`config.mk`:
```
export PLATFORM = sky130hd
export DESIGN_NAME = pipe_ctrl_flat
export DESIGN_NICKNAME = d
export VERILOG_FILES = /design/src/rtl/pipe_ctrl_if.sv /design/src/rtl/pipe_ctrl.sv /design/src/flat_wrapper.sv
export SDC_FILE = /design/constraint.sdc
export NUM_CORES = 1
export LEC_CHECK = 0
export CORE_MARGIN = 3
export CORE_UTILIZATION = 50
export CTS_CLUSTER_SIZE = 10
export DETAILED_ROUTE_END_ITERATION = 7
export MAX_ROUTING_LAYER = met4
export PLACE_DENSITY = 0.84
export REMOVE_ABC_BUFFERS = 1
export SLEW_MARGIN = 30
export SYNTH_ARGS = -nofsm -noshare
export SYNTH_HDL_FRONTEND = slang
export SYNTH_SLANG_ARGS = --single-unit
```
`constraint.sdc`:
```
create_clock -name clk -period 4.4 [get_ports clk]
set_input_delay 0.88 -clock clk [delete_from_list [all_inputs] [get_ports clk]]
set_output_delay 0.88 -clock clk [all_outputs]
set_load 0.03 [all_outputs]
```
`src/rtl/pipe_ctrl_if.sv`:
```
// Stage-control bundle between the MIPS datapath and its pipeline sequencing controller.
// The datapath is the master (drives stage-resident fields); the controller is the slave.
interface pipe_ctrl_if;
  logic [4:0]  id_rs;
  logic [4:0]  id_rt;
  logic        ex_memread;
  logic [4:0]  ex_rt;
  logic        br_taken;
  logic        mem_req;
  logic        mem_ready;
  logic        halt_req;
  logic        pc_en;
  logic        ifid_en;
  logic        idex_en;
  logic        exmem_en;
  logic        memwb_en;
  logic        ifid_flush;
  logic        idex_flush;
  logic        halt_ack;
  logic        mem_timeout;
  logic [15:0] stall_cnt;

  modport master (
    output id_rs, id_rt, ex_memread, ex_rt, br_taken, mem_req, mem_ready, halt_req,
    input  pc_en, ifid_en, idex_en, exmem_en, memwb_en, ifid_flush, idex_flush,
           halt_ack, mem_timeout, stall_cnt
  );

  modport slave (
    input  id_rs, id_rt, ex_memread, ex_rt, br_taken, mem_req, mem_ready, halt_req,
    output pc_en, ifid_en, idex_en, exmem_en, memwb_en, ifid_flush, idex_flush,
           halt_ack, mem_timeout, stall_cnt
  );
endinterface

```
`src/rtl/pipe_ctrl.sv`:
```
// Pipeline sequencing controller: load-use stall, branch flush, memory-wait freeze,
// post-reset bubble fill and debug halt/drain for the 5-stage MIPS core.
module pipe_ctrl #(
  parameter int unsigned INIT_CYC  = 4,
  parameter int unsigned DRAIN_CYC = 4,
  parameter int unsigned MAX_WAIT  = 15
) (
  input  logic       clk,
  input  logic       rst,
  pipe_ctrl_if.slave bus
);
  localparam int unsigned IW = (INIT_CYC  > 1) ? $clog2(INIT_CYC)  : 1;
  localparam int unsigned DW = (DRAIN_CYC > 1) ? $clog2(DRAIN_CYC) : 1;
  localparam int unsigned WW = $clog2(MAX_WAIT + 1);
  localparam int unsigned SW = 16;

  typedef enum logic [1:0] {ST_INIT, ST_RUN, ST_DRAIN, ST_HALTED} state_e;

  state_e        state_q, state_d;
  logic [IW-1:0] init_cnt_q, init_cnt_d;
  logic [DW-1:0] drain_cnt_q, drain_cnt_d;
  logic [WW-1:0] wait_cnt_q, wait_cnt_d;
  logic          mem_timeout_q, mem_timeout_d;
  logic [SW-1:0] stall_cnt_q, stall_cnt_d;

  logic freeze, branch, hazard;
  logic pc_en_c, ifid_en_c, idex_en_c, exmem_en_c, memwb_en_c;
  logic ifid_flush_c, idex_flush_c;

  // Conditions in priority order: memory freeze, taken branch, load-use hazard.
  always_comb begin
    freeze = bus.mem_req & ~bus.mem_ready;
    branch = bus.br_taken;
    hazard = bus.ex_memread & (bus.ex_rt != 5'd0) &
             ((bus.ex_rt == bus.id_rs) | (bus.ex_rt == bus.id_rt));
  end

  always_ff @(posedge clk or negedge rst) begin
    if (!rst) begin
      state_q       <= ST_INIT;
      init_cnt_q    <= '0;
      drain_cnt_q   <= '0;
      wait_cnt_q    <= '0;
      mem_timeout_q <= 1'b0;
      stall_cnt_q   <= '0;
    end else begin
      state_q       <= state_d;
      init_cnt_q    <= init_cnt_d;
      drain_cnt_q   <= drain_cnt_d;
      wait_cnt_q    <= wait_cnt_d;
      mem_timeout_q <= mem_timeout_d;
      stall_cnt_q   <= stall_cnt_d;
    end
  end

  always_comb begin
    state_d       = state_q;
    init_cnt_d    = init_cnt_q;
    drain_cnt_d   = drain_cnt_q;
    wait_cnt_d    = '0;
    mem_timeout_d = mem_timeout_q;
    stall_cnt_d   = stall_cnt_q;
    pc_en_c       = 1'b0;
    ifid_en_c     = 1'b0;
    idex_en_c     = 1'b0;
    exmem_en_c    = 1'b0;
    memwb_en_c    = 1'b0;
    ifid_flush_c  = 1'b0;
    idex_flush_c  = 1'b0;

    case (state_q)
      ST_INIT: begin
        ifid_en_c    = 1'b1;
        idex_en_c    = 1'b1;
        exmem_en_c   = 1'b1;
        memwb_en_c   = 1'b1;
        ifid_flush_c = 1'b1;
        idex_flush_c = 1'b1;
        if (init_cnt_q == IW'(INIT_CYC - 1)) begin
          init_cnt_d = '0;
          state_d    = ST_RUN;
        end else begin
          init_cnt_d = init_cnt_q + IW'(1);
        end
      end

      ST_RUN, ST_DRAIN: begin
        if (freeze) begin
          // whole pipe frozen; all enables stay at their 0 defaults
        end else if (branch) begin
          pc_en_c      = 1'b1;
          ifid_en_c    = 1'b1;
          idex_en_c    = 1'b1;
          exmem_en_c   = 1'b1;
          memwb_en_c   = 1'b1;
          ifid_flush_c = 1'b1;
          idex_flush_c = 1'b1;
        end else if (hazard) begin
          idex_en_c    = 1'b1;
          idex_flush_c = 1'b1;
          exmem_en_c   = 1'b1;
          memwb_en_c   = 1'b1;
        end else begin
          pc_en_c      = (state_q == ST_RUN);
          ifid_en_c    = 1'b1;
          idex_en_c    = 1'b1;
          exmem_en_c   = 1'b1;
          memwb_en_c   = 1'b1;
          ifid_flush_c = (state_q == ST_DRAIN);
        end

        // Consecutive-freeze watchdog; the error bit is sticky until reset.
        if (freeze) begin
          if (wait_cnt_q == WW'(MAX_WAIT)) begin
            wait_cnt_d    = wait_cnt_q;
            mem_timeout_d = 1'b1;
          end else begin
            wait_cnt_d = wait_cnt_q + WW'(1);
          end
        end

        if (state_q == ST_RUN) begin
          if (!pc_en_c && (stall_cnt_q != {SW{1'b1}})) begin
            stall_cnt_d = stall_cnt_q + SW'(1);
          end
          if (bus.halt_req && !freeze && !branch) begin
            drain_cnt_d = '0;
            state_d     = ST_DRAIN;
          end
        end else if (!freeze && !(hazard && !branch)) begin
          if (drain_cnt_q == DW'(DRAIN_CYC - 1)) begin
            drain_cnt_d = '0;
            state_d     = ST_HALTED;
          end else begin
            drain_cnt_d = drain_cnt_q + DW'(1);
          end
        end
      end

      ST_HALTED: begin
        if (!bus.halt_req) begin
          state_d = ST_RUN;
        end
      end

      default: state_d = ST_INIT;
    endcase
  end

  assign bus.pc_en       = pc_en_c;
  assign bus.ifid_en     = ifid_en_c;
  assign bus.idex_en     = idex_en_c;
  assign bus.exmem_en    = exmem_en_c;
  assign bus.memwb_en    = memwb_en_c;
  assign bus.ifid_flush  = ifid_flush_c;
  assign bus.idex_flush  = idex_flush_c;
  assign bus.halt_ack    = (state_q == ST_HALTED);
  assign bus.mem_timeout = mem_timeout_q;
  assign bus.stall_cnt   = stall_cnt_q;
endmodule

```
`src/flat_wrapper.sv`:
```
// flat-port wrapper written by rule: the top's interface ports become plain ports
module pipe_ctrl_flat 
#(
  parameter int unsigned INIT_CYC  = 4,
  parameter int unsigned DRAIN_CYC = 4,
  parameter int unsigned MAX_WAIT  = 15
)
  (clk, rst, bus_id_rs, bus_id_rt, bus_ex_memread, bus_ex_rt, bus_br_taken, bus_mem_req, bus_mem_ready, bus_halt_req, bus_pc_en, bus_ifid_en, bus_idex_en, bus_exmem_en, bus_memwb_en, bus_ifid_flush, bus_idex_flush, bus_halt_ack, bus_mem_timeout, bus_stall_cnt);
  pipe_ctrl_if bus_i ();
  input  logic clk;
  input  logic rst;
  input wire logic [$bits(bus_i.id_rs)-1:0] bus_id_rs;
  input wire logic [$bits(bus_i.id_rt)-1:0] bus_id_rt;
  input wire logic [$bits(bus_i.ex_memread)-1:0] bus_ex_memread;
  input wire logic [$bits(bus_i.ex_rt)-1:0] bus_ex_rt;
  input wire logic [$bits(bus_i.br_taken)-1:0] bus_br_taken;
  input wire logic [$bits(bus_i.mem_req)-1:0] bus_mem_req;
  input wire logic [$bits(bus_i.mem_ready)-1:0] bus_mem_ready;
  input wire logic [$bits(bus_i.halt_req)-1:0] bus_halt_req;
  output wire logic [$bits(bus_i.pc_en)-1:0] bus_pc_en;
  output wire logic [$bits(bus_i.ifid_en)-1:0] bus_ifid_en;
  output wire logic [$bits(bus_i.idex_en)-1:0] bus_idex_en;
  output wire logic [$bits(bus_i.exmem_en)-1:0] bus_exmem_en;
  output wire logic [$bits(bus_i.memwb_en)-1:0] bus_memwb_en;
  output wire logic [$bits(bus_i.ifid_flush)-1:0] bus_ifid_flush;
  output wire logic [$bits(bus_i.idex_flush)-1:0] bus_idex_flush;
  output wire logic [$bits(bus_i.halt_ack)-1:0] bus_halt_ack;
  output wire logic [$bits(bus_i.mem_timeout)-1:0] bus_mem_timeout;
  output wire logic [$bits(bus_i.stall_cnt)-1:0] bus_stall_cnt;
  assign bus_i.id_rs = bus_id_rs;
  assign bus_i.id_rt = bus_id_rt;
  assign bus_i.ex_memread = bus_ex_memread;
  assign bus_i.ex_rt = bus_ex_rt;
  assign bus_i.br_taken = bus_br_taken;
  assign bus_i.mem_req = bus_mem_req;
  assign bus_i.mem_ready = bus_mem_ready;
  assign bus_i.halt_req = bus_halt_req;
  assign bus_pc_en = bus_i.pc_en;
  assign bus_ifid_en = bus_i.ifid_en;
  assign bus_idex_en = bus_i.idex_en;
  assign bus_exmem_en = bus_i.exmem_en;
  assign bus_memwb_en = bus_i.memwb_en;
  assign bus_ifid_flush = bus_i.ifid_flush;
  assign bus_idex_flush = bus_i.idex_flush;
  assign bus_halt_ack = bus_i.halt_ack;
  assign bus_mem_timeout = bus_i.mem_timeout;
  assign bus_stall_cnt = bus_i.stall_cnt;
  pipe_ctrl #(.INIT_CYC(INIT_CYC), .DRAIN_CYC(DRAIN_CYC), .MAX_WAIT(MAX_WAIT)) u_core (.clk(clk), .rst(rst), .bus(bus_i));
endmodule
```
# Yosys cells after proc, flatten, opt, wreduce, memory -nomap -nowiden
# Index checks and enable logic that the tools add are counted.
# Widths: inputs -> output; s select.
# word_totals
ram_bits,0
output_inout_bits,25
latchBits,0
mem_count,0
romBits,0
register_bits,27
# classes
shifts,0
n_eq_ne,16
bitwise,5
magnitude_cmp,0
n_addsub,4
reduce_logical,17
mul,0
div,0
n_mux,34
# op_table
cell,count
$mux 2,11
$add 16x1->16 const B,1
$ne 16x16->1 const B,1
$mux 1,15
$mux 4,3
$eq 5x5->1,2
$reduce_and 3->1,3
$eq 2x2->1 const B,4
$pmux 1 s2,4
$ne 3x1->1 const B,2
$ne 3x3->1 const B,2
$pmux 2 s3,1
$logic_and 1x1->1,5
$reduce_and 5->1,1
$reduce_bool 5->1,1
$add 2x1->2 const B,2
$add 4x1->4 const B,1
$eq 4x4->1 const B,1
$logic_not 1->1,4
$ne 2x2->1 const B,2
$and 1x1->1,3
$eq 2x1->1 const B,1
$logic_not 2->1,1
$ne 2x1->1 const B,1
4 further kinds,4

# Logic depth before layout (Yosys ltp)
# depth
ltp_word,10
mapped_depth,8
depth_no_buf,8

# Least setup slack after synthesis
# OpenSTA, ideal clock, no wires.
# synth_timing
path_kind,input to output
start,in bus_ex_rt[0]
end,out bus_ifid_flush
slack_ns,1.242
t_arrival_ns,2.278
path_stages,5
path_buffers,0
path_cell_list,or4_1 > o21ai_2 > nand2b_1 > nand2_1 > a21oi_1
# synth_via
elab_chain_cells,7
# synth_rtl
element,line,text
"start, declared",flat_wrapper.sv:15,input wire logic [$bits(bus_i.ex_rt)-1:0] bus_ex_rt;
$eq 5x5->1 or $reduce_bool 5->1 (tied branches),"pipe_ctrl.sv:35, pipe_ctrl.sv:34",
$or 1x1->1 or $and 1x1->1 (tied branches),"pipe_ctrl.sv:35, pipe_ctrl.sv:34",
$and 1x1->1 (*),pipe_ctrl.sv:34,hazard = bus.ex_memread & (bus.ex_rt != 5'd0) &
$mux 1 (*),pipe_ctrl.sv:98,end else if (hazard) begin
$mux 1 (*),pipe_ctrl.sv:90,end else if (branch) begin
$mux 1 (*),pipe_ctrl.sv:88,if (freeze) begin
$pmux 1 s2 (*),pipe_ctrl.sv:71,case (state_q)
"end, declared",flat_wrapper.sv:25,output wire logic [$bits(bus_i.ifid_flush)-1:0] bus_ifid_flush;
# Every way passes the cells marked *; elsewhere a longest branch is shown, timed or not.

# Worst setup path in the final report
# Ends and elaborated chain as after synthesis.

==> qor.csv <==
stage,metric,value,unit
placed_design,routability congestion estimate,0.8132,
floorplan,chip width,62.82,microns
run_status,status,finished clean,
setup_path,CP Data Arrival Time,3.21,ns
global_routing,grt ovf,0,
logic_synthesis,Syn Inst Count,165,
timing,RSZ-0062 raised after global routing,no,
timing,slew at the pin closest to its max-slew limit,0.8429,ns
timing,Setup Skew,0.005275,ns
route,vias per cell,5.322,
route,Routed Antenna Nets,0,
logic_synthesis,post-synthesis sequential area ratio,41.86,%
setup_path,CP Launch Type,input port,
clock_network,clock sink count,27,
setup_path,WP data required,3.52,ns
floorplan,core footprint,2924,sq um
floorplan,Die H,62.82,microns
floorplan,# rows,19,
clock_network,post-CTS setup buffers,0,
setup_path,most frequent CP cell,clkdlybuf4s50_1,
clock_network,Skew-Pair Late Insertion Delay,0.34,ns
clock_network,hold_buf cts,0,
timing,final worst setup slack,0.3064,ns
logic_synthesis,synth unique cells,36,
run,Max-cap violations,0,
placed_design,Place WS,0.3076,ns
pwr,pwr/cell area,539.7,nW/um^2
clock_network,H-tree depth,1,
timing,min cycle time layout,4.094,ns
clock_network,clk root buf,clkbuf_4,
global_routing,number of global-route vias before repair,1395,
cells_and_area,share of layout cells above drive strength 1,6.573,%
logic_synthesis,syn_area_per_cell,9.782,sq um
route,DRT Wirelength,3.742,mm
clock_network,CTS tree,done,
timing,period utilisation layout,93.04,%
logic_synthesis,number of synthesized register bits,27,
worst_hold_path,Worst Hold Class,reg2reg,
pwr,Worst VDD drop,311.0,uV
logic_synthesis,Post-Syn Area,1614,sq um
route,initial DRC count,55,
pwr,total power,1153,uW
cells_and_area,ANT cells,0,
timing,Max Slew Vio Count,0,
clock_network,TritonCTS Buffers,3,
cells_and_area,fin nets,246,
floorplan,num ports,47,
route,WL per Instance,14.67,microns
timing,Highest Clock Rate,244.3,MHz
global_routing,antenna violations before repair,0,
setup_path,"Max FO, Critical Path",4,
setup_path,worst-path cell with the longest stage delay,clkdlybuf4s50_1,
clock_network,clk slew on worst S/H paths,0.14,ns
clock_network,number of gates resized after cts,0,
global_routing,first-pass GRT wire length,6.458,mm
route,First-pass DRT Iterations,4,
timing,final setup fails,0,
cells_and_area,Area growth syn-to-layout,32.33,%
route,DRC,0,
pwr,Leakage,0.0009288,uW
global_routing,Tot GR Track Use,20.95,%
logic_synthesis,share of async-settable or async-resettable flops after synthesis,100.0,%
cells_and_area,fillers,230,
placed_design,HPWL Detailed,2.940,mm
global_routing,largest net degree at the start of global routing,19,
cells_and_area,Seq. cell area,675.6,sq um
floorplan,Initial Util,55.20,%
route,via count,1357,
cells_and_area,multi-input logic area,878.3,sq um
clock_network,Clock Tree Buf Depth,2,
timing,Hold Fails Final Rpt,0,
logic_synthesis,Synth Flop Type,dfrtp_1,
logic_synthesis,"EDFF count, synth",0,
setup_path,"slowest stage delay, CP",0.68,ns
timing,final setup TNS,0,ns
placed_design,port bufs,46,
setup_path,CP cell instances,clkdlybuf4s50_1 > or4_1 > o21ai_2 > nand2b_1 > nand2_1 > a21oi_1 > clkdlybuf4s50_1,
setup_path,Setup CP Type,in2out,
floorplan,die footprint,3946,sq um
logic_synthesis,yosys warns,0,
setup_path,Crit. End Element,primary output,
timing,relative slew slack,43.63,%
cell type report:
class	instances	area share [%]
inverter	9	1.582
sequential	27	31.63
tap	42	2.460
clock buffer	3	1.054
timing repair buffer	47	21.91
clock inverter	1	0.2343
multi-input combinational	126	41.12
worst max-delay path: cells and delay by family:
family,cells,cell delay (ns)
buffers and inverters,2,1.14
AOI/OAI and AO/OA,2,0.36
and+or+nand+nor,3,0.83
cell usage in the layout, fill, tap and decap left out, types with 2 or more instances in the layout:
master	synthesis	final
clkdlybuf4s50_1	0	46
dfrtp_1	27	27
xnor2_1	14	14
nor2_1	13	13
xor2_1	12	12
nand3_1	10	10
ha_1	10	10
inv_1	9	9
nand2_1	9	9
nor3_1	8	8
a21oi_1	7	7
nor4_1	6	6
nand4_1	4	4
o21ai_0	4	4
nand2b_1	3	3
mux2_2	3	3
clkbuf_4	0	3
or4_1	2	2
or2_2	2	2
and3_1	2	2
mux2i_1	2	2
path summary, 6_finish.rpt:
| check | cells after the start | start | end | slack (ns) |
|---|---|---|---|---|
| setup reg to reg | 7 | u_core.bus.stall_cnt[0] | u_core.bus.stall_cnt[3] | 1.92 |
| max in group asynchronous | 2 | rst | u_core.wait_cnt_q[2] | 2.75 |
| min in group asynchronous | 1 | rst | u_core.init_cnt_q[1] | 1.00 |
| hold / removal | 1 | u_core.bus.stall_cnt[14] | u_core.bus.stall_cnt[14] | 0.51 |
| setup / recovery | 7 | bus_ex_rt[0] | bus_ifid_flush | 0.31 |
| hold reg to reg | 1 | u_core.bus.stall_cnt[14] | u_core.bus.stall_cnt[14] | 0.51 |
state kept, by name, indices dropped and copies added, names as in the netlist:
signal / cells
u_core.bus.mem_timeout: 1
u_core.bus.stall_cnt: 16
u_core.drain_cnt_q: 2
u_core.init_cnt_q: 2
u_core.state_q: 2
u_core.wait_cnt_q: 4
synth_stat cells (all sizes together), types with 3 or more instances:
cell type	n	area (sq um)
nand3	10	50.05
inv	9	33.78
nand2b	3	18.77
dfrtp	27	675.7
nor2	13	48.80
a21oi	8	43.79
or2	4	25.03
xor2	12	105.1
nor3	8	40.04
o21ai	5	28.78
xnor2	14	122.6
nor4	6	37.54
nand4	4	25.02
ha	10	125.1
mux2	4	48.79
buf	3	26.27
nand2	9	33.78
cells by family (layout without fill, tap and decap cells):
| logic type | after synthesis | in the layout | synth area share, % |
|---|---|---|---|
| AOI/OAI and AO/OA | 20 | 20 | 7.986 |
| muxes | 6 | 6 | 4.263 |
| DFF | 27 | 27 | 41.86 |
| buffers and inverters | 12 | 60 | 3.720 |
| xor gates and xnor gates | 26 | 26 | 14.11 |
| adders and majority gates | 10 | 10 | 7.752 |
| and+or+nand+nor | 64 | 64 | 20.31 |
per-stage QoR:
| stage | cell area [sq um] | cells | hold WS, ns | util (%) |
|---|---|---|---|---|
| 3_5_place_dp | 2108 | 251 | 0.4734 | 72.10 |
| 6_report | 2136 | 255 | 0.5057 | 73.04 |
| 5_1_grt | 2136 | 255 | 0.5362 | 73.04 |
| 3_3_place_gp | 2108 | 251 | 0.4611 | 72.10 |
| 2_1_floorplan | 1588 | 162 | 0.4748 | - |
| 4_1_cts | 2136 | 255 | 0.5074 | 73.04 |
power by group:
part / internal [uW] / switching [uW] / total [uW]
Sequential: 304 / 61.0 / 365
Clock: 34.3 / 76.1 / 110
Combinational: 298 / 380 / 677
routing by layer:
metal	vias up	track usage, %	share of wire [%]	routed length (microns)
met5	-	-	0	0
met4	0	5.785	1.1	42
met3	4	3.777	3.5	131
met2	34	37.42	53	1994
met1	651	24.03	42	1573
li1	668	-	-	-
(Power assumes the default switching activity.)
